==> src/rtl/mips_reg_file.sv <==
// mips_reg_file: 32 x 32-bit MIPS32 general-purpose register file.
//   Two asynchronous read ports (rs/rt), one synchronous write port,
//   register $0 hardwired to zero, synchronous active-high reset.
// Optional feature macro: REGFILE_DEBUG_EN
//   Adds a third combinational read port (dbg_addr/dbg_data) and a
//   CNT_W-bit committed-write counter (wr_count).
// Ports:
//   clk         in   system clock, rising-edge state updates
//   rst         in   synchronous reset, active-high, priority over writes
//   reg_write   in   write enable from the control unit
//   read_reg1   in   rs index
//   read_reg2   in   rt index
//   write_reg   in   destination index (rt, rd or 31 for jal)
//   write_data  in   write-back value
//   read_data1  out  contents of read_reg1 (combinational)
//   read_data2  out  contents of read_reg2 (combinational)
//   dbg_addr    in   debug read index          (REGFILE_DEBUG_EN only)
//   dbg_data    out  contents of dbg_addr      (REGFILE_DEBUG_EN only)
//   wr_count    out  committed-write counter   (REGFILE_DEBUG_EN only)
module mips_reg_file #(
  parameter int unsigned DATA_W = 32,
  parameter int unsigned ADDR_W = 5
`ifdef REGFILE_DEBUG_EN
  ,
  parameter int unsigned CNT_W  = 16
`endif
) (
  input  logic              clk,
  input  logic              rst,
  input  logic              reg_write,
  input  logic [ADDR_W-1:0] read_reg1,
  input  logic [ADDR_W-1:0] read_reg2,
  input  logic [ADDR_W-1:0] write_reg,
  input  logic [DATA_W-1:0] write_data,
  output logic [DATA_W-1:0] read_data1,
  output logic [DATA_W-1:0] read_data2
`ifdef REGFILE_DEBUG_EN
  ,
  input  logic [ADDR_W-1:0] dbg_addr,
  output logic [DATA_W-1:0] dbg_data,
  output logic [CNT_W-1:0]  wr_count
`endif
);

  localparam int unsigned DEPTH = 2 ** ADDR_W;

  logic [DATA_W-1:0] r_regs [DEPTH];
  logic              w_commit;

  // A write only commits to a non-zero destination; reg_write=0 masks X on index/data.
  assign w_commit = reg_write && (write_reg != '0);

  // Storage update; reset clears every entry and drops a coincident write.
  always_ff @(posedge clk) begin
    if (rst) begin
      for (int i = 0; i < int'(DEPTH); i++) begin
        r_regs[i] <= '0;
      end
    end else if (w_commit) begin
      r_regs[write_reg] <= write_data;
    end
  end

  // Read ports: no write bypass, so same-cycle reads see the old value.
  assign read_data1 = (read_reg1 == '0) ? '0 : r_regs[read_reg1];
  assign read_data2 = (read_reg2 == '0) ? '0 : r_regs[read_reg2];

`ifdef REGFILE_DEBUG_EN
  logic [CNT_W-1:0] r_wr_count;

  // Committed-write counter, wraps naturally at 2**CNT_W.
  always_ff @(posedge clk) begin
    if (rst) begin
      r_wr_count <= '0;
    end else if (w_commit) begin
      r_wr_count <= r_wr_count + CNT_W'(1);
    end
  end

  assign wr_count = r_wr_count;
  assign dbg_data = (dbg_addr == '0) ? '0 : r_regs[dbg_addr];
`endif

endmodule

==> config.mk <==
export PLATFORM = sky130hd
export DESIGN_NAME = mips_reg_file
export DESIGN_NICKNAME = d
export VERILOG_FILES = /design/src/rtl/mips_reg_file.sv
export SDC_FILE = /design/constraint.sdc
export NUM_CORES = 2
export LEC_CHECK = 0
export ABC_AREA = 0
export CAP_MARGIN = 5
export CORE_MARGIN = 2
export CORE_UTILIZATION = 65
export CTS_BUF_LIST = sky130_fd_sc_hd__clkbuf_4 sky130_fd_sc_hd__clkbuf_8
export CTS_CLUSTER_DIAMETER = 60
export DETAILED_ROUTE_END_ITERATION = 10
export PLACE_DENSITY = 0.88
export SYNTH_ARGS = -nofsm -noshare
export SYNTH_HDL_FRONTEND = slang
export SYNTH_SLANG_ARGS = --single-unit
==> constraint.sdc <==
create_clock -name clk -period 3.8 [get_ports clk]
set_input_delay 0.76 -clock clk [delete_from_list [all_inputs] [get_ports clk]]
set_output_delay 0.76 -clock clk [all_outputs]
set_load 0.1 [all_outputs]
==> results.sh <==
export IMPL_cp_end_kind="output port"
export IMPL_cp_max_fo=2
export IMPL_cts_path_max_buffers=3
export IMPL_crit_type="reg2out"
export IMPL_area_delta_synth_final_pct=17.76
export IMPL_port_buffer_count=113
export IMPL_synth_most_common_cell="edfxtp_1"
export IMPL_synth_area_leader_cell="edfxtp_1"
export IMPL_dp_slack_ns=-0.4372
export IMPL_setup_viol=9
export IMPL_clock_sinks=1024
export IMPL_cp_start_kind="flop"
export IMPL_first_pass_iters=9
export IMPL_cp_top_family="compound AO/OA/AOI/OAI gates"
export IMPL_ys_async_sr_fraction_pct=0
export IMPL_wl_per_cell_microns=36.24
export IMPL_synthTopCellsByCount="edfxtp_1 (1024), and2_1 (995), mux4_2 (472)"
export IMPL_grt_pass1_wl_mm=258.0
export IMPL_first_global_vias=39152
export IMPL_synthDistinctLibCells=42
export IMPL_regMostFlops="r_regs"
export IMPL_io_pins=114
export IMPL_root_buffer="clkbuf_8"
export IMPL_reg_top3="r_regs x1024"
export IMPL_syn_area_per_cell_sq_um=15.49
export IMPL_gp_congestion=0.9327
export IMPL_nNetsFinal=3806
export IMPL_chipHeight_microns=292.9
export IMPL_worst_slack_ns=-0.06181
export IMPL_fin_area_sq_mm=0.06387
export IMPL_fmax_ghz=0.2589
export IMPL_start_util_pct=65.84
export IMPL_fin_crit_ns=3.862
export IMPL_finalHoldViolCount=0
export IMPL_cts_tree="done"
export IMPL_slowest_stage="a221oi_1"
export IMPL_dp_hpwl_mm=109.4
export IMPL_drt_iter0_drc=6906
export IMPL_synth_edff_count=1024
export IMPL_cap_violations=0
export IMPL_core_area_sq_mm=0.08237
export IMPL_tightest_slew_ns=1.176
export IMPL_syn_cell_area_sq_mm=0.05423
export IMPL_crit_path_cell_trace="mux4_2 -> a221oi_1 -> o21ai_0 -> and3_1 -> buf_12"
export IMPL_die_w_microns=292.9
export IMPL_synth_ff_type="edfxtp_1"
export IMPL_dpl_cell_area_sq_mm=0.05976
export IMPL_ir_worst_vdd_uv=333.0
export IMPL_fp_dieArea_sq_mm=0.08576
export IMPL_via_count=37892
export IMPL_outcome="finished, violations left"
export IMPL_leakage_nw=22.62
export IMPL_final_max_slew_viol_count=0
export IMPL_ys_ff_latch=1024
export IMPL_arrival_ns=3.10
export IMPL_cts_buffers=167
export IMPL_drt_vias_per_instance=7.620
export IMPL_routed_wl_mm=180.2
export IMPL_yosysWarnings=0
export IMPL_synthCells=3502
export IMPL_drc=0
export IMPL_violations="setup timing"
export IMPL_required_ns=3.04
export IMPL_post_route_period_util_pct=101.6
export IMPL_max_stage_delay_ns=0.50
export IMPL_p_per_area_mw_per_mm2=446.5
export IMPL_worst_slew_margin_rel_pct=21.34
export IMPL_path_buf_inv=1
export IMPL_hold_path_class="in2reg"
export IMPL_grt_overflow_total=0
export IMPL_cts_reportedPaths_clkPinSlew_ns=0.06
export IMPL_postCtsHoldBufs=0
export IMPL_rows=105
export IMPL_yosysTopAreaCellShare_pct=56.70
export IMPL_antenna_found_initial=14
export IMPL_netlist_top_cells_area="edfxtp_1 (57%), mux4_2 (20%), and2_1 (11%)"
export IMPL_drive_gt1_share_pct=34.63
export IMPL_final_antenna_net_count=0
export IMPL_cts_max_level=4
export IMPL_track_usage_pct=42.54
export IMPL_ys_seq_area_share_pct=56.70
export IMPL_largest_register_ffs=1024
export IMPL_grt_max_degree=48
-- placed cells by master, fill, tap and decap left out, types with 8 or more instances in the layout --
master	instances
edfxtp_1	1024
and2_1	994
mux4_2	472
buf_4	243
clkbuf_8	167
mux2i_1	150
buf_12	139
o22ai_1	98
a22o_1	51
nor3_4	48
clkbuf_4	48
clkdlybuf4s50_1	39
clkinv_1	38
or2_2	33
nor2_2	32
conb_1	32
mux2_2	30
clkinv_2	29
a2111oi_2	19
a2111oi_1	18
a22oi_1	16
a2111oi_4	14
a21oi_1	12
nor2b_1	11
bufinv_16	10
diode_2	8
-- repair_timing --
| item | CTS | global route |
|---|---|---|
| endpoints found under the setup margin | 36 | 32 |
| cloned | 2 | 0 |
| pin swaps | 3 | 5 |
| resized for setup | 52 | 28 |
| buffers inserted | 1 | 15 |
-- routing by layer --
metal / vias up / track usage [%] / part of all wire, %
li1: 14143 / - / -
met1: 18496 / 52.41 / 30
met2: 4209 / 64.24 / 46
met3: 1030 / 13.64 / 16
met4: 14 / 30.41 / 8.6
met5: - / 0 / 0.052
-- final timing paths --
path | start | to | slack [ns] | cells past startpoint
max | r_regs[13][9] | read_data2[9] | -0.06 | 5
min | rst | r_regs[26][29] | 0.81 | 3
-- tightest hold or removal path, stage by stage --
cell	delay, ns
buf_2	0.34
or2_2	0.22
buf_4	0.21
-- final cells by class --
type | count | area [sq um]
multi-input combinational | 2120 | 22980
sequential | 1024 | 30750
fill | 4076 | 18510
clock buffer | 215 | 2659
inverter | 2 | 7.507
clock inverter | 93 | 774.5
antenna | 8 | 20.02
timing repair buffer | 441 | 5336
tap | 1070 | 1339
-- metrics by stage --
step / power, mW / hold WS, ns / TNS (ns) / cells / util, %
after CTS: 28.26 / 0.7551 / 0 / 4950 / 77.17
after floorplan: 16.38 / 0.9582 / -2.308 / 3533 / -
after detailed placement: 18.34 / 1.656 / -5.929 / 4639 / 72.55
final: 28.52 / 0.8069 / -0.1989 / 4973 / 77.53
after global routing: 29.01 / 0.8048 / -0.07361 / 4968 / 77.52
after global placement: 18.16 / 1.640 / -5.045 / 4639 / 72.55
-- power breakdown --
part           leakage (nW)  internal (mW)  switching [mW]
combinational          11.1           2.07            2.93
clock                  1.81           5.33            4.76
sequential             9.75           13.1           0.378
total                  22.6           20.5            8.06
-- cells by family (layout without fill, tap and decap cells) --
family                 Yosys count  after routing  synth area share (%)
buffers and inverters          389            751                 3.313
multiplexers                   652            652                 22.99
flip-flops                    1024           1024                 56.70
other                            1             40              0.006915
AO/OA/AOI/OAI                  259            259                 3.652
AND/OR/NAND/NOR               1177           1177                 13.34
No activity file was read; power rests on OpenSTA's default activity.
